### src/rtl/stage5_pkg.sv
// stage5_pkg: shared mux codes, type decode, FSM states and defaults for the stage-5 scheduler.
package stage5_pkg;
    localparam int MAX_MESSAGE_BITS = 32;
    localparam int message_mux_control_width = 3;
    localparam int NUM_MUX = 4;
    localparam logic [message_mux_control_width-1:0] MUX_NONE = 3'd0;
    localparam logic [message_mux_control_width-1:0] message_mux_a = 3'd1;
    localparam logic [message_mux_control_width-1:0] message_mux_b = 3'd2;
    localparam logic [message_mux_control_width-1:0] message_mux_c = 3'd3;
    localparam logic [message_mux_control_width-1:0] message_mux_d = 3'd4;
    localparam logic [MAX_MESSAGE_BITS-1:0] defaut_infor = 32'h0000_defa;
    localparam logic [1:0] ST_IDLE = 2'd0;
    localparam logic [1:0] ST_GATHER = 2'd1;
    localparam logic [1:0] ST_ISSUE = 2'd2;
    // Type codes 0..NUM_MUX-1 select layouts a, b, ...; anything else falls back to the default field
    function automatic logic [message_mux_control_width-1:0] type_to_mux(input logic [31:0] t);
        return (t < NUM_MUX) ? message_mux_control_width'(t + 32'd1) : MUX_NONE;
    endfunction
endpackage

### src/rtl/stage5_lane_hold.sv
// stage5_lane_hold: one lane's capture register, decoded mux control and held flag.
module stage5_lane_hold
    import stage5_pkg::*;
#(
    parameter int MSG_W = MAX_MESSAGE_BITS,
    parameter int TYPE_W = 4,
    parameter int CTRL_W = message_mux_control_width
) (
    input  logic              clk,
    input  logic              rst_n,
    input  logic              valid,
    input  logic [MSG_W-1:0]  msg,
    input  logic [TYPE_W-1:0] type_code,
    input  logic              open,
    input  logic              clear,
    output logic              ready,
    output logic              held,
    output logic [MSG_W-1:0]  message,
    output logic [CTRL_W-1:0] ctrl
);
    assign ready = open & ~held;

    always_ff @(posedge clk or negedge rst_n) begin
        if (!rst_n) begin
            held <= 1'b0;
            message <= '0;
            ctrl <= CTRL_W'(MUX_NONE);
        end else if (clear) begin
            held <= 1'b0;
            message <= '0;
            ctrl <= CTRL_W'(MUX_NONE);
        end else if (valid && ready) begin
            held <= 1'b1;
            message <= msg;
            ctrl <= CTRL_W'(type_to_mux(32'(type_code)));
        end
    end
endmodule

### src/rtl/stage5_msg_sched.sv
// stage5_msg_sched: gathers up to three lanes into one extraction group and holds it until accepted.
module stage5_msg_sched
    import stage5_pkg::*;
#(
    parameter int MSG_W = MAX_MESSAGE_BITS,
    parameter int TYPE_W = 4,
    parameter int CTRL_W = message_mux_control_width,
    parameter int GATHER_CYC = 4,
    parameter int SEQ_W = 8
) (
    input  logic              clk,
    input  logic              rst_n,
    input  logic              lane_valid_1,
    input  logic              lane_valid_2,
    input  logic              lane_valid_3,
    output logic              lane_ready_1,
    output logic              lane_ready_2,
    output logic              lane_ready_3,
    input  logic [MSG_W-1:0]  lane_msg_1,
    input  logic [MSG_W-1:0]  lane_msg_2,
    input  logic [MSG_W-1:0]  lane_msg_3,
    input  logic [TYPE_W-1:0] lane_type_1,
    input  logic [TYPE_W-1:0] lane_type_2,
    input  logic [TYPE_W-1:0] lane_type_3,
    input  logic              out_ready,
    output logic              message_en,
    output logic [MSG_W-1:0]  message_1,
    output logic [MSG_W-1:0]  message_2,
    output logic [MSG_W-1:0]  message_3,
    output logic [CTRL_W-1:0] message_mux_control_m1,
    output logic [CTRL_W-1:0] message_mux_control_m2,
    output logic [CTRL_W-1:0] message_mux_control_m3,
    output logic [SEQ_W-1:0]  grp_seq
);
    localparam int TW = (GATHER_CYC < 1) ? 1 : $clog2(GATHER_CYC + 1);
    logic [1:0] state, state_nx;
    logic [TW-1:0] timer;
    logic [2:0] valid_v, ready_v, held_v, cap_v;
    logic [MSG_W-1:0] msg_in [3];
    logic [MSG_W-1:0] msg_out [3];
    logic [TYPE_W-1:0] type_in [3];
    logic [CTRL_W-1:0] ctrl_out [3];
    logic open, clear, all_next;

    assign valid_v = {lane_valid_3, lane_valid_2, lane_valid_1};
    assign msg_in = '{lane_msg_1, lane_msg_2, lane_msg_3};
    assign type_in = '{lane_type_1, lane_type_2, lane_type_3};
    assign open = (state != ST_ISSUE);
    assign clear = (state == ST_ISSUE) & out_ready;
    assign cap_v = valid_v & ready_v;
    assign all_next = &(held_v | cap_v);

    for (genvar i = 0; i < 3; i++) begin : g_lane
        stage5_lane_hold #(.MSG_W(MSG_W), .TYPE_W(TYPE_W), .CTRL_W(CTRL_W)) u_lane (
            .clk(clk),
            .rst_n(rst_n),
            .valid(valid_v[i]),
            .msg(msg_in[i]),
            .type_code(type_in[i]),
            .open(open),
            .clear(clear),
            .ready(ready_v[i]),
            .held(held_v[i]),
            .message(msg_out[i]),
            .ctrl(ctrl_out[i])
        );
    end

    assign {lane_ready_3, lane_ready_2, lane_ready_1} = ready_v;
    assign message_1 = msg_out[0];
    assign message_2 = msg_out[1];
    assign message_3 = msg_out[2];
    assign message_mux_control_m1 = ctrl_out[0];
    assign message_mux_control_m2 = ctrl_out[1];
    assign message_mux_control_m3 = ctrl_out[2];

    // A lane captured on the edge that leaves GATHER still joins, since all lanes load together
    always_comb begin
        state_nx = (state == ST_IDLE) ? ((|cap_v) ? ((all_next || GATHER_CYC == 0) ? ST_ISSUE : ST_GATHER) : ST_IDLE)
                 : (state == ST_GATHER) ? ((all_next || timer <= TW'(1)) ? ST_ISSUE : ST_GATHER)
                 : (state == ST_ISSUE) ? (out_ready ? ST_IDLE : ST_ISSUE)
                 : ST_IDLE;
    end

    always_ff @(posedge clk or negedge rst_n) begin
        if (!rst_n) begin
            state <= ST_IDLE;
            message_en <= 1'b0;
            timer <= '0;
            grp_seq <= '0;
        end else begin
            state <= state_nx;
            message_en <= (state_nx == ST_ISSUE);
            timer <= (state == ST_IDLE) ? TW'(GATHER_CYC) : timer - TW'(timer != '0);
            grp_seq <= grp_seq + SEQ_W'(clear);
        end
    end
endmodule
### config.mk
export PLATFORM = sky130hd
export DESIGN_NAME = stage5_msg_sched
export DESIGN_NICKNAME = d
export VERILOG_FILES = /design/src/rtl/stage5_pkg.sv /design/src/rtl/stage5_lane_hold.sv /design/src/rtl/stage5_msg_sched.sv
export SDC_FILE = /design/constraint.sdc
export NUM_CORES = 1
export LEC_CHECK = 0
export CORE_ASPECT_RATIO = 0.75
export CORE_UTILIZATION = 42
export CTS_CLUSTER_DIAMETER = 150
export DETAILED_ROUTE_END_ITERATION = 10
export PLACE_DENSITY = 0.81
export SLEW_MARGIN = 20
export SYNTH_ARGS = -nofsm -noshare
export SYNTH_HDL_FRONTEND = slang
export SYNTH_SLANG_ARGS = --single-unit
### constraint.sdc
create_clock -name clk -period 2.03 [get_ports clk]
set_input_delay 0.406 -clock clk [delete_from_list [all_inputs] [get_ports clk]]
set_output_delay 0.406 -clock clk [all_outputs]
set_load 0.02 [all_outputs]
======== Word-level counts from Yosys, hierarchy flattened ========
Index checks and enable logic that the tools add are counted.
storage, ports and cells
  word-level logic and storage cells ...... 75
  output and inout bits ................... 117
  input bits .............................. 114
  bits in registers ....................... 122
cells by class
  add/sub/neg operators ................... 5
  eq/ne operators ......................... 4
  magnitude comparators ................... 4
  bitwise logic cells ..................... 9
  muxes and demuxes ....................... 29
  reduce and logical (&&, ||, !) cells .... 11
operator list
  cell                 count
  $mux 32              6
  $mux 3               10
  $mux 2               7
  $lt 4x3->1 const B   3
  $add 3x1->3 const B  3
  $add 8x1->8          1
  $mux 1               6
  $reduce_bool 2->1    3
  $and 1x1->1          4
  $eq 2x2->1 const B   2
  $and 3x3->3          1
  $le 3x1->1 const B   1
  $logic_and 1x1->1    3
  $not 1->1            3
  $or 3x3->3           1
  $reduce_and 3->1     1
  $reduce_bool 3->1    1
  $reduce_or 3->1      1
  $sub 3x1->3          1
  $eq 2x1->1 const B   1
  $logic_not 2->1      1
  $ne 2x2->1 const B   1
  $logic_or 1x1->1     1

======== Logic depth before layout (Yosys ltp) ========
Gate-level depths: netlist of the first run.
  depth in word-level cells ............... 10
  depth in mapped cells ................... 9
  gate-level depth less buffers ........... 8

======== Modules after synthesis ========
A second synthesis of the first run with hierarchy kept.
unflattened totals
  cells, all modules ...................... 313
  area total of the unflattened synthesis .. 4770.8 µm²
modules (own cells, without submodules)
  module            seq. area each (µm²)  area each (µm²)  instances  cells an instance
  stage5_lane_hold  900.9                 1382.6           3          86
  stage5_msg_sched  350.3                 623.1            1          55

======== Worst setup path before layout of the first run ========
No wires, ideal clock.
  path type ............................... flip-flop to flip-flop
  start point ............................. register state[0]
  end point ............................... register grp_seq[6]
  stages on the path, launching flop included .. 10
  path slack .............................. 197 ps
  clock period less this slack ............ 1833 ps
  data required time ...................... 1950 ps
  setup time .............................. 80 ps
  arrival time ............................ 1753 ps
  buffers on the path ..................... 1
  cells stage by stage .................... dfrtp_1 and2b_4 nand2_2 buf_2 inv_2 ha_1 ha_1 nand3_1 nor2_1 xor2_1
on the way
  longest elaborated chain between the ends .. 3
RTL lines
  what                      line                    source
  start: declaration        stage5_msg_sched.sv:36  logic [1:0] state, state_nx;
  start signal: assignment  stage5_msg_sched.sv:92  state <= state_nx;
  $eq 2x2->1                stage5_msg_sched.sv:49  assign clear = (state == ST_ISSUE) & out_ready;
  $and 1x1->1               stage5_msg_sched.sv:49
  $add 8x1->8               stage5_msg_sched.sv:95  grp_seq <= grp_seq + SEQ_W'(clear);
  end signal: assignment    stage5_msg_sched.sv:95
  end: declaration          stage5_msg_sched.sv:33  output logic [SEQ_W-1:0] grp_seq
No other way between the ends.
A chain may end at the register's enable or synchronous reset.

======== Final worst setup path of the first run ========
  start point ............................. register state[1]
  end point ............................... output port lane_ready_2
on the way
  longest elaborated chain between the ends .. 2
RTL lines
  what              line                    source
  $ne 2x2->1        stage5_msg_sched.sv:48  assign open = (state != ST_ISSUE);
  $and 1x1->1       stage5_lane_hold.sv:21  assign ready = open & ~held;
  end: declaration  stage5_msg_sched.sv:17  output logic lane_ready_2,
No other way between the ends.

==> summary by stage, run 1 <==
Clock network
The root buffer cell chosen for the clock tree is sky130_fd_sc_hd__clkbuf_16. The clock tree buffer depth is 2. TritonCTS built the clock tree. The number of hold-repair buffers added at the cts stage is 0.

The number of buffers created by CTS is 17. Clock-pin slew was measured on the worst setup and hold paths at 0.05 ns. The number of levels in the clock H-tree is 4. The latest clock arrival within the worst-skew pair is 0.40 ns. The number of buffers added for setup after CTS is 0. The number of clock sinks is 122.

Global routing
For this run, global-route usage on met2 was measured as 40.0%. Entering global routing, the biggest net connects 106 pins. The met3 routing resource usage after global routing is 8.35%. The global routing usage summed across all routing layers is 23.3%.

The initial antenna violation count is 0. For this run the aggregate overflow at the end of global routing stands at 0. The wire length of the first global-routing pass is 22,600 um. In this run the most used layer during global routing was met2.

The via count of the first global-routing pass is 4,751. Global routing consumed, on the met1 layer, 26.2% of the routing resources.

Timing
For the final routed database, the setup TNS stands at 0 ns. The worst relative slew slack is 66.3%. The final-report max-slew violation count is 0. Static timing analysis puts the maximum clock frequency at 0.516 GHz. The final hold violation count was 1.

The shortest period the worst path allows is 1.94 ns. The count of final setup violators is 0. The post-route fraction of the period consumed by the critical path is 95.4%. Setup repair after global routing left no endpoint under its margin. Across the routed clock network, the largest skew measured is 0.00862 ns.

The worst hold margin is -0.00312 ns. The slew at the pin with the worst max-slew slack is 0.506 ns.

Yosys
Counting flops and latches in the post-synthesis netlist gives 122. The distinct cell type count after synthesis is 30. The commonest cells after synthesis are sky130_fd_sc_hd__nand2_1, sky130_fd_sc_hd__dfrtp_1, sky130_fd_sc_hd__o21ai_1, sky130_fd_sc_hd__nand3_1, sky130_fd_sc_hd__buf_2. Of the synthesized area, sequential elements account for 60.4%. Ranked by total cell area, the synthesized netlist is headed by sky130_fd_sc_hd__dfrtp_1, sky130_fd_sc_hd__nand2_1, sky130_fd_sc_hd__o21ai_1. The async set-reset flop share out of synthesis is 100%. The post-synth net total is 654. Yosys mapped a number of flops with a built-in enable equal to 0. A synthesized cell averages 9.49 um^2.

The area of the mapped netlist is 0.00506 mm^2. The area share of the leading cell type in the synthesized netlist is 60.4%. During synthesis, Yosys emitted a total of 0 warnings.

The cell with the most instances after synthesis is sky130_fd_sc_hd__nand2_1. Synthesis produced a netlist whose cell count is 533. Summed over all instances, the cell type with the most area after synthesis is sky130_fd_sc_hd__dfrtp_1. The flip-flop cell with the highest count after synthesis is sky130_fd_sc_hd__dfrtp_1.

Die
After floorplanning, the core was divided into 34 placement rows. The overall die area is 0.0125 mm^2. The initial cell density of the core is 43.4%. The total area inside the core boundary comes to 0.0117 mm^2. 231 I/O pins were placed. The floorplan step set the die width to 129 um. The die height is 97.0 um.

Finish
The final core utilization is 69.2%. The number of nets at the end of the flow is 878. The number of inserted filler cells in the final layout is 883. The area used by sequential logic in the layout is 0.00305 mm^2. Relative to the synthesized area, the layout overhead comes to 59.5%.

The share of post-route cells with drive strength above 1 is 8.58%. The total area of multi-input combinational cells is 0.00178 mm^2. The number of antenna diodes in the final layout is 0. The count of cells in the finished layout, fillers not included, comes to 931.

Power and ir drop
In this run the power spent charging and discharging nets is 4.53 mW. Power spread over the standard cell area amounts to 1530 mW/mm^2. The share of total power in the clock network is 24.0%.

The analysis attributes to cell leakage a power of 3.63 nW. The cell internal power dissipation is 7.81 mW. The share of total power in combinational logic is 43.8%. The final total power is 12.3 mW. The peak ir drop on the vdd network is 0.000944 V. The switching power share of the total is 36.7%. Of the total power, registers draw 32.2%.

Critical path
The critical path class is reg -> out. The critical path goes through and2b_4 > nor2_1 > dlygate4sd2_1. On the critical path the largest part of the delay comes from flip-flops. The kind of end point of the critical path is a primary output.

The data arrival at the endpoint of the critical path is 1.53 ns. Counting cells, the worst reg-to-reg path comes to 5. The cell at the slowest stage of the critical path is sky130_fd_sc_hd__dfrtp_1. The maximum net fanout on the critical path is 6. Data on the critical path is required at its endpoint by 1.62 ns.

The type of origin of the critical path is a register. The endpoint of the lowest-slack register-to-register path is state[0]. On the worst path, the slowest cell contributes a delay of 0.43 ns. Counting both buffers and inverters, the worst setup path holds a total of 1. The setup check on the worst reg-to-reg path leaves a slack of 0.24 ns. In this run the critical register-to-register path is launched from state[0].

Route
Before antenna repair, the detailed router went through 4 iterations. In the final routed layout, each cell accounts on average for 14.7 um. For this block, the initial DRC count from the detailed router was 154.

The total vias in the final route is 4,586. The total DRC errors in the routed layout is 0. The per-cell via count in the routed design is 4.93. The remaining antenna violation count is 0. For this block, the routed nets add up to 13,700 um of wire.

Placed design
The count of buffers inserted at the top-level ports is 230. The count of placed standard cells including taps is 900. The final estimated routing congestion in global placement is 0.758. The HPWL after detailed placement is 9660 um.

Min path
The min-delay analysis places its worst path in the category in -> async.

Outcome
The flow ran to the end, but the final reports show violations. The checks that failed: negative hold slack.

Job
Across the run, the number of max-cap violations was 0.
## cell type report
| cell class | instances | area share (%) |
|---|---|---|
| Sequential cell | 122 | 37.8 |
| Timing Repair Buffer | 240 | 30.1 |
| Clock inverter | 9 | 1.52 |
| Clock buffer | 22 | 5.63 |
| Tap cell | 162 | 2.51 |
| Multi-Input combinational cell | 369 | 22.1 |
| Inverter | 7 | 0.326 |
## worst max path at each step
stage              start            to  slack [ns]  depth (start not counted)
6_report        state[1]  lane_ready_2        0.09                          3
5_1_grt         state[1]  lane_ready_2        0.01                          3
4_1_cts         state[1]  lane_ready_3        0.01                          3
3_5_place_dp   out_ready    grp_seq[6]        0.03                          8
3_3_place_gp   out_ready    grp_seq[6]        0.06                          8
2_1_floorplan   state[0]    grp_seq[6]        0.20                          9
## per-layer routing
layer	vias to the layer above	wire, um
li1	2187	-
met2	185	6940
met3	19	1130
met4	0	257
met5	-	0
met1	2195	5400
## cells in the final DEF, fill, tap and decap left out
cell,synthesis,layout
sky130_fd_sc_hd__clkdlybuf4s50_1,0,226
sky130_fd_sc_hd__nand2_1,193,193
sky130_fd_sc_hd__dfrtp_1,122,122
sky130_fd_sc_hd__o21ai_1,58,58
sky130_fd_sc_hd__nand3_1,46,46
sky130_fd_sc_hd__clkbuf_16,0,17
sky130_fd_sc_hd__nor2_1,15,15
sky130_fd_sc_hd__o21ai_2,11,11
sky130_fd_sc_hd__nand2_2,11,10
sky130_fd_sc_hd__ha_1,7,7
sky130_fd_sc_hd__inv_1,6,6
sky130_fd_sc_hd__buf_4,1,6
sky130_fd_sc_hd__xnor2_1,5,5
sky130_fd_sc_hd__clkinv_2,0,5
sky130_fd_sc_hd__buf_12,0,5
sky130_fd_sc_hd__clkbuf_1,5,4
sky130_fd_sc_hd__a21oi_1,3,3
sky130_fd_sc_hd__o211ai_1,3,3
sky130_fd_sc_hd__o41ai_1,3,3
sky130_fd_sc_hd__bufinv_16,0,3
sky130_fd_sc_hd__xor2_1,2,2
sky130_fd_sc_hd__and3_2,0,2
sky130_fd_sc_hd__dlygate4sd2_1,0,2
sky130_fd_sc_hd__and2b_4,1,1
sky130_fd_sc_hd__nand2_4,0,1
sky130_fd_sc_hd__inv_2,1,1
sky130_fd_sc_hd__a22oi_1,1,1
sky130_fd_sc_hd__nand2b_1,1,1
sky130_fd_sc_hd__nand3_4,1,1
sky130_fd_sc_hd__nor3_1,1,1
sky130_fd_sc_hd__a2111oi_1,1,1
sky130_fd_sc_hd__o21ai_0,1,1
sky130_fd_sc_hd__and4_1,1,1
sky130_fd_sc_hd__nand4_1,1,1
sky130_fd_sc_hd__and3_1,3,1
sky130_fd_sc_hd__clkbuf_8,0,1
sky130_fd_sc_hd__clkinvlp_4,0,1
sky130_fd_sc_hd__clkbuf_2,0,1
## registers in the layout, summed over array words and instances (netlist names)
signal                 flops
g_lane.u_lane.ctrl         9
g_lane.u_lane.held         3
g_lane.u_lane.message     96
state                      2
grp_seq                    8
timer                      3
message_en                 1
## power by group through the flow
stage          Sequential, mW  Combinational [mW]  Clock [mW]
3_5_place_dp             4.00                5.45           0
4_1_cts                  3.97                5.47        3.01
2_1_floorplan            5.08                1.71           0
3_3_place_gp             3.94                5.31           0
5_1_grt                  4.10                5.83        3.15
6_report                 3.97                5.41        2.96
## timing repair
action	4_1_cts	5_1_grt
cloned	0	0
gates resized for setup	3	2
pin swaps	0	0
endpoints found under the setup margin	3	1
## logic make-up (layout without fill, tap and decap cells)
family	Yosys count	count (layout)	synth area share, %
fa+ha+maj	7	7	1.73
buf+inv	42	278	4.58
simple gates	274	274	22.8
xor+xnor	7	7	1.21
compound gates	81	81	9.35
flops	122	122	60.4
## stage by stage
step                setup WS (ns)  area, um^2
floorplan                   0.197        5060
global placement           0.0616        7500
detailed placement         0.0253        7500
CTS                        0.0111        8070
global route               0.0129        8070
finish                     0.0936        8070
## worst reg2reg max path: cells and delay by family, from the launching register on
kind            cells  cell delay, ns
compound gates      2            0.69
simple gates        2            0.43
flops               1            0.38
buf+inv             1            0.16
Note: power is estimated with default switching activity, not from simulation.
==> run 2, diff against run 1 <==
--- a/config.mk
+++ b/config.mk
@@ -9,7 +9,8 @@
 export CORE_UTILIZATION = 42
 export CTS_CLUSTER_DIAMETER = 150
 export DETAILED_ROUTE_END_ITERATION = 10
-export PLACE_DENSITY = 0.81
+export PLACE_DENSITY = 0.78
+export SKIP_LAST_GASP = 1
 export SLEW_MARGIN = 20
 export SYNTH_ARGS = -nofsm -noshare
 export SYNTH_HDL_FRONTEND = slang
==> run 2 against run 1 <==
The run now ends clean. Design area grew 0.95%. Power grew 2.1%. Fmax shrank 0.70%. Die area is the same. Core utilization grew 0.65 points. Combinational power is essentially flat.
==> summary by stage, run 2 (synthesis results as in run 1) <==
Timing
The post-route clock skew is 0.0112 ns (+0.00260 ns). The slew at the pin with the worst max-slew slack is 0.521 ns (+0.0148 ns). The sum of negative setup slack is 0 ns (unchanged). The count of final setup violators is 0 (unchanged). The shortest period the worst path allows is 1.95 ns (+0.0137 ns).

The worst relative slew slack was 65.3% (-0.99 points). The worst hold margin was 0.430 ns (+0.433 ns). The highest attainable clock frequency came to 0.513 GHz (-0.70%). Setup repair after global routing left no endpoint under its margin. The final-report max-slew violation count was 0 (unchanged). The final hold violation count is 0 (-1). The post-route fraction of the period consumed by the critical path is 96.1% (+0.67 points).

Clock network
The clock-pin slew of the registers on the worst-case setup and hold paths is 0.05 ns (about the same). The TritonCTS clock tree is yes. The number of levels in the clock H-tree is 4 (unchanged).

The latest clock arrival within the worst-skew pair is 0.41 ns (about the same). The number of buffers added for setup after CTS is 0 (unchanged). The tree is rooted in a sky130_fd_sc_hd__clkbuf_16. The number of clock sinks is 122 (unchanged). The clock tree buffer depth was 2 (unchanged). The number of buffers created by CTS is 17 (unchanged).

Power and ir drop
The share of total power in combinational logic is 43.1% (-0.7 points). The share of total power in the clock network was 25.3% (+1.3 points). The switching power total is 4.60 mW (+1.5%). The switching power share of the total is 36.5% (-0.22 points). The final total power is 12.6 mW (+2.1%).

The peak ir drop on the vdd network is 0.000867 V (-8.2%). The cell internal power dissipation came to 8.00 mW (+2.4%). The reported leakage power was 3.64 nW (+0.46%).

The power density relative to cell area is 1550 mW/mm^2 (+1.1%). The sequential fraction of design power was 31.6% (-0.6 points).

Outcome
The run finished with clean final reports.

Critical path
Walking the worst path, the cells encountered are and2b_4 > nor2_1 > clkdlybuf4s15_1. The critical path required time came to 1.62 ns (about the same). The longest individual stage delay on the worst path was 0.43 ns (about the same). The critical path class is reg -> out. The data arrival at the endpoint of the critical path came to 1.54 ns (about the same). The kind of end point of the critical path is a primary output. The maximum net fanout on the critical path is 6 (unchanged).

Among all stages on the critical path, the largest delay is contributed by sky130_fd_sc_hd__dfrtp_1. The type of origin of the critical path is a register.

Finish
The final core utilization was 69.9% (+0.65 points). The number of inserted filler cells in the final layout is 902 (+2.2%). In the layout the commonest cells are sky130_fd_sc_hd__clkdlybuf4s50_1, sky130_fd_sc_hd__nand2_1, sky130_fd_sc_hd__dfrtp_1, sky130_fd_sc_hd__o21ai_1, sky130_fd_sc_hd__nand3_1. The leading cell type in the layout, fill and taps excluded is sky130_fd_sc_hd__clkdlybuf4s50_1. The flip-flop count of the largest register after layout is 96 (unchanged). The register with the most flip-flops is g_lane.u_lane.message.

The number of nets at the end of the flow was 879 (+0.11%). The synthesis-to-layout area growth is 61.0%. The share of post-route cells with drive strength above 1 was 8.95% (+0.37 points). The largest registers in the layout are g_lane.u_lane.message: 96 flops, g_lane.u_lane.ctrl: 9 flops, grp_seq: 8 flops.

The final antenna diode count was 0 (unchanged).

Global routing
The total grt overflow was 0 (unchanged). The via count of the first global-routing pass is 4,593 (-3.3%). The global routing usage summed across all routing layers is 23.6% (+0.32 points). The wire length of the first global-routing pass is 22,600 um (about the same). The initial antenna violation count is 0 (unchanged).

The largest net degree at the start of global routing is 106 (unchanged).

Route
The total vias in the final route came to 4,454 (-2.9%). The count of TritonRoute iterations in the first routing pass is 7 (+3). The starting DRC count in detailed routing is 149 (-3.2%). The aggregate routed wire length is 14,000 um (+1.7%). The post-detailed-route wirelength per cell is 15.0 um (+1.5%).

The remaining antenna violation count was 0 (unchanged). The total DRC errors in the routed layout is 0 (unchanged). The per-cell via count in the routed design is 4.77 (-3.1%).

Placed design
The HPWL after detailed placement came to 9580 um (-0.84%). The count of buffers inserted at the top-level ports is 230 (unchanged). The final estimated routing congestion in global placement is 0.796 (+5.0%).

Die
The initial cell density of the core came to 43.4% (unchanged). The core outline area is 0.0117 mm^2 (unchanged). The number of rows created at floorplan came to 34 (unchanged). The overall die area is 0.0125 mm^2 (unchanged). The die boundary width was 129 um (unchanged). The die height is 97.0 um (unchanged). The total I/O pin count is 231 (unchanged).

Min path
The worst min-delay path class is in -> async.

Job
The max capacitance violation total was 0 (unchanged).
==> run 2: cell types whose count changed in the layout (fill, tap and decap cells not counted), sizes merged <==
cell and delta:
clkinvlp +3, clkinv -2, dlygate4sd3 +1, dlygate4sd2 -1, bufinv +1, clkbuf -1
clkdlybuf4s15 +1
==> run 2: worst paths after layout <==
path	start	endpoint	slack [ns]	cells after the start
hold reg to reg	grp_seq[7]	grp_seq[7]	0.47	1
hold / removal	rst_n	g_lane[0].u_lane.message[27]	0.43	2
setup reg to reg	state[0]	state[0]	0.16	5
max in group asynchronous	rst_n	g_lane[1].u_lane.message[15]	1.01	3
min in group clk	grp_seq[7]	grp_seq[7]	0.47	1
setup / recovery	state[1]	lane_ready_1	0.08	3
==> run 2: what timing repair did <==
item | 4_1_cts | 5_1_grt
cloned | 0 | 0
setup endpoints to repair | 3 | 2
hold buffers | 1 | 0
hold endpoints to repair | 18 | 0
gates resized for setup | 3 | 3
==> run 2: routing by layer <==
metal / vias up / track usage [%] / wire, um
met1: 2069 / 27.5 / 5680
met2: 178 / 39.0 / 6790
met5: - / 0 / 0
met3: 16 / 10.3 / 1350
met4: 0 / 6.88 / 149
li1: 2191 / - / -
==> run 2: area by class of cell <==
| class | instances | area (um^2) | area share (%) |
|---|---|---|---|
| well taps | 162 | 203 | 2.49 |
| clock buffers | 21 | 460 | 5.65 |
| inverters | 7 | 26.3 | 0.323 |
| clock inverters | 11 | 169 | 2.07 |
| repair buffers | 241 | 2450 | 30.1 |
| flip-flops and latches | 122 | 3050 | 37.5 |
| multi-input cells | 369 | 1780 | 21.9 |
==> run 2: power by group through the flow <==
stage,combinational [mW],sequential (mW),clock (mW)
global placement,5.35,3.95,0
floorplan,1.71,5.08,0
detailed placement,5.46,4.01,0
CTS,5.49,3.99,3.25
finish,5.43,3.98,3.18
global route,5.88,4.11,3.37
==> run 2: worst max-delay path, delay by kind of cell (launching register included) <==
family / cells / cell delay (ns)
buffers and inverters: 1 / 0.35
flip-flops: 1 / 0.43
AND/OR/NAND/NOR: 2 / 0.36
==> run 2: stage by stage <==
stage          cells  cell area (um^2)  setup slack, ns
2_1_floorplan    533              5060            0.197
3_3_place_gp     900              7510           0.0575
3_5_place_dp     900              7510          0.00434
4_1_cts          933              8150           0.0222
5_1_grt          933              8150          0.00791
6_report         933              8150           0.0799
==> run 3, diff against run 2 <==
--- a/config.mk
+++ b/config.mk
@@ -6,7 +6,7 @@
 export NUM_CORES = 1
 export LEC_CHECK = 0
 export CORE_ASPECT_RATIO = 0.75
-export CORE_UTILIZATION = 42
+export CORE_UTILIZATION = 41
 export CTS_CLUSTER_DIAMETER = 150
 export DETAILED_ROUTE_END_ITERATION = 10
 export PLACE_DENSITY = 0.78
@@ -14,4 +14,5 @@
 export SLEW_MARGIN = 20
 export SYNTH_ARGS = -nofsm -noshare
 export SYNTH_HDL_FRONTEND = slang
+export SYNTH_HIERARCHICAL = 1
 export SYNTH_SLANG_ARGS = --single-unit
==> run 3 against run 2 <==
Power grew 9.3%. Routed wire length shrank 4.4%. Count of clock-buffer cells in the layout grew 1. Clock power shrank 2%. Area after synthesis shrank 5.7%. Highest routed layer unchanged.
==> summary by stage, run 3 <==
Global routing
The global routing usage summed across all routing layers is 21.9% (-1.7 points). The largest net degree at the start of global routing is 40 (-62%). The via count of the first global-routing pass came to 3,746 (-18%). The wire length of the first global-routing pass is 19,800 um (-13%).

The total grt overflow is 0 (unchanged). The initial antenna violation count is 0 (unchanged).

Critical path
The critical path capture point is lane_ready_3. The kind of end point of the critical path is a primary output. The number of cells on the worst reg-to-reg path came to 5 (unchanged). The critical path class is reg -> out. The type of origin of the critical path is a register.

The data arrival at the endpoint of the critical path is 1.53 ns (about the same). The reg-to-reg setup timing slack is 0.13 ns (-0.03 ns). The launch point of the worst reg-to-reg path is state[0]. The critical path required time came to 1.62 ns (about the same).

In this run the worst setup path begins at state[1]. The maximum net fanout on the critical path is 9 (+3). The worst register-to-register path ends at g_lane[0].u_lane/message[19].

Timing
The final-report max-slew violation count is 0 (unchanged). The post-route fraction of the period consumed by the critical path is 95.3% (-0.79 points). The final hold violation count was 0 (unchanged). The highest attainable clock frequency is 0.517 GHz (+0.83%). The shortest period the worst path allows is 1.93 ns (-0.0160 ns). The worst relative slew slack is 41.4% (-24 points).

The worst hold margin is 0.476 ns (+0.0460 ns). The post-route worst setup slack is 0.0959 ns (+0.0160 ns). The post-route clock skew is 0.00876 ns (-0.00246 ns).

The count of final setup violators was 0 (unchanged). The slew at the pin with the worst max-slew slack is 0.879 ns (+0.358 ns). The sum of negative setup slack came to 0 ns (unchanged).

Setup repair after global routing left no endpoint under its margin.

Yosys
The warning count from the yosys run came to 6 (+6). The dominant combinational cell family by area after synthesis is compound AO/OA/AOI/OAI gates. The post-synthesis compound-gate area fraction is 22.4% (+13 points). The post-synthesis sequential area ratio is 64.0% (+3.6 points). The mux cell area share after synthesis is 0% (unchanged). The distinct cell type count after synthesis is 27 (-10%). The synthesized design spends more area on one cell type than any other, namely sky130_fd_sc_hd__dfrtp_1. The cell with the most instances after synthesis is sky130_fd_sc_hd__dfrtp_1. After synthesis, the most frequently instantiated cells are sky130_fd_sc_hd__dfrtp_1, sky130_fd_sc_hd__a22o_1, sky130_fd_sc_hd__a22o_2, sky130_fd_sc_hd__buf_6, sky130_fd_sc_hd__inv_1. The async set-reset flop share out of synthesis is 100% (unchanged). The synthesized-area fraction occupied by xor and xnor cells is 1.29% (+0.073 points). Sorting the synthesized cells by area gives the leading types as sky130_fd_sc_hd__dfrtp_1, sky130_fd_sc_hd__a22o_1, sky130_fd_sc_hd__a22o_2. The area share of the leading cell type in the synthesized netlist came to 64.0% (+3.6 points).

The flip-flop cell with the highest count after synthesis is sky130_fd_sc_hd__dfrtp_1. The number of cells produced by synthesis is 313 (-41%). The simple-gate area share of the yosys netlist is 5.56% (-17 points). The number of synthesized register bits is 122 (unchanged).

The number of synthesized flops with an enable pin is 0 (unchanged). The share of synthesized cell area in full adder, half adder and majority cells came to 1.84% (+0.10 points). The area of the mapped netlist was 0.00477 mm^2 (-5.7%).

The post-synth net total was 434 (-34%). The mean instance size in the synthesized netlist was 15.2 um^2 (+61%).

Route
The starting DRC count in detailed routing is 133 (-11%). The count of TritonRoute iterations in the first routing pass is 4 (-3). The total vias in the final route is 3,688 (-17%). The remaining antenna violation count came to 0 (unchanged). The per-cell via count in the routed design is 5.17 (+8.4%). The total DRC errors in the routed layout was 0 (unchanged). The post-detailed-route wirelength per cell is 18.7 um (+25%). The aggregate routed wire length is 13,400 um (-4.4%).

Finish
The largest registers in the layout are g_lane.u_lane/message: 96 flops, g_lane.u_lane/ctrl: 9 flops, grp_seq: 8 flops. The synthesis-to-layout area growth is 64.2%. The flip-flop count of the largest register after layout is 96 (unchanged). The final antenna diode count is 0 (unchanged). The post-route standard cell area excluding fillers is 0.00784 mm^2 (-3.8%). The final core utilization is 70.5% (+0.65 points). The final standard cell count with taps included and fillers excluded came to 713 (-24%). The library cell used most frequently in the layout, excluding fill and tap cells, is sky130_fd_sc_hd__clkdlybuf4s50_1. The top cell types in the final layout, fill and taps aside, are sky130_fd_sc_hd__clkdlybuf4s50_1, sky130_fd_sc_hd__dfrtp_1, sky130_fd_sc_hd__a22o_1, sky130_fd_sc_hd__a22o_2, sky130_fd_sc_hd__clkbuf_16. Counting flops per register, the top entry is g_lane.u_lane/message. The number of nets at the end of the flow is 681 (-23%). The share of post-route cells with drive strength above 1 is 15.4% (+6.4 points).

Placed design
The count of buffers inserted at the top-level ports was 230 (unchanged). The post-placement setup slack is -0.182 ns (-0.187 ns). The HPWL after detailed placement came to 8990 um (-6.2%). The count of placed standard cells including taps was 675 (-25%). The final estimated routing congestion in global placement came to 0.796 (about the same). The cell area after placement is 0.00717 mm^2 (-4.6%).

Die
The core outline area is 0.0111 mm^2 (-4.7%). The overall die area is 0.0121 mm^2 (-3.3%). The die height is 95.4 um (-1.7%). The number of rows created at floorplan is 33 (-2.9%).

The initial cell density of the core came to 43.0% (-0.44 points). The total I/O pin count is 231 (unchanged). The die boundary width is 127 um (-1.7%).

Clock network
The clock tree buffer depth was 2 (unchanged). The tree is rooted in a sky130_fd_sc_hd__clkbuf_16. TritonCTS built the clock tree. The number of buffers created by CTS is 17 (unchanged). The latest clock arrival within the worst-skew pair is 0.40 ns (about the same).

The number of levels in the clock H-tree was 4 (unchanged). The clock-pin slew of the registers on the worst-case setup and hold paths was 0.06 ns (about the same). The number of clock sinks was 122 (unchanged).

Outcome
The flow ran to the end, and the final reports show no timing, DRC or antenna violations.

Power and ir drop
The power density relative to cell area is 1760 mW/mm^2 (+14%). The final total power is 13.8 mW (+9.3%). The reported leakage power was 3.56 nW (-2.4%). The peak ir drop on the vdd network was 0.000934 V (+7.8%).

Min path
The worst hold path belongs to the class reg -> reg.

Job
The max capacitance violation total was 0 (unchanged).
run 3: how the worst min path moves through the flow:
stage	startpoint	to	slack, ns	cells after the start
CTS	grp_seq[7]	grp_seq[7]	0.48	1
floorplan	rst_n	g_lane[0].u_lane/ctrl[0]	0.11	0
global route	grp_seq[7]	grp_seq[7]	0.51	1
global placement	rst_n	g_lane[2].u_lane/message[31]	0.38	1
detailed placement	rst_n	g_lane[2].u_lane/message[31]	0.39	1
finish	grp_seq[7]	grp_seq[7]	0.48	1
run 3: layout make-up:
| class | count | area, um^2 |
|---|---|---|
| Timing Repair Buffer | 243 | 2430 |
| Tap cell | 140 | 175 |
| Sequential cell | 122 | 3050 |
| Clock buffer | 22 | 484 |
| Multi-Input combinational cell | 167 | 1520 |
| Fill cell | 739 | 3270 |
| Inverter | 9 | 33.8 |
| Clock inverter | 10 | 140 |
run 3: kinds of logic (layout without fill, tap and decap cells):
| group | Yosys count | after routing |
|---|---|---|
| DFF | 122 | 122 |
| adders and majority gates | 7 | 7 |
| buffers and inverters | 27 | 284 |
| AOI/OAI and AO/OA | 120 | 123 |
| and+or+nand+nor | 30 | 30 |
| xor gates and xnor gates | 7 | 7 |
run 3: timing repair:
item,4_1_cts,5_1_grt
hold endpoints to repair,28,0
pin swaps,0,3
endpoints found under the setup margin,3,108
cloned,0,3
setup buffers,0,2
gates resized for setup,3,4
hold buffers,1,0
run 3: worst max-delay path: stages (launching register included):
cell	delay (ns)
sky130_fd_sc_hd__dfrtp_1	0.43
sky130_fd_sc_hd__nand2b_4	0.18
sky130_fd_sc_hd__nor2b_4	0.17
sky130_fd_sc_hd__dlygate4sd2_1	0.35
run 3: metal layers:
metal | GRT usage [%] | part of all wire, % | vias up
met1 | 28.3 | 45 | 1811
li1 | - | - | 1695
met5 | 0 | 0 | -
met3 | 7.46 | 8.7 | 12
met4 | 8.63 | 1.1 | 0
met2 | 34.0 | 46 | 170
run 3: power breakdown:
group | internal (mW) | total [mW] | switching, mW
registers | 3.59 | 4.33 | 0.741
clock network | 2.06 | 3.12 | 1.06
logic | 3.23 | 6.33 | 3.10
total | 8.88 | 13.8 | 4.90
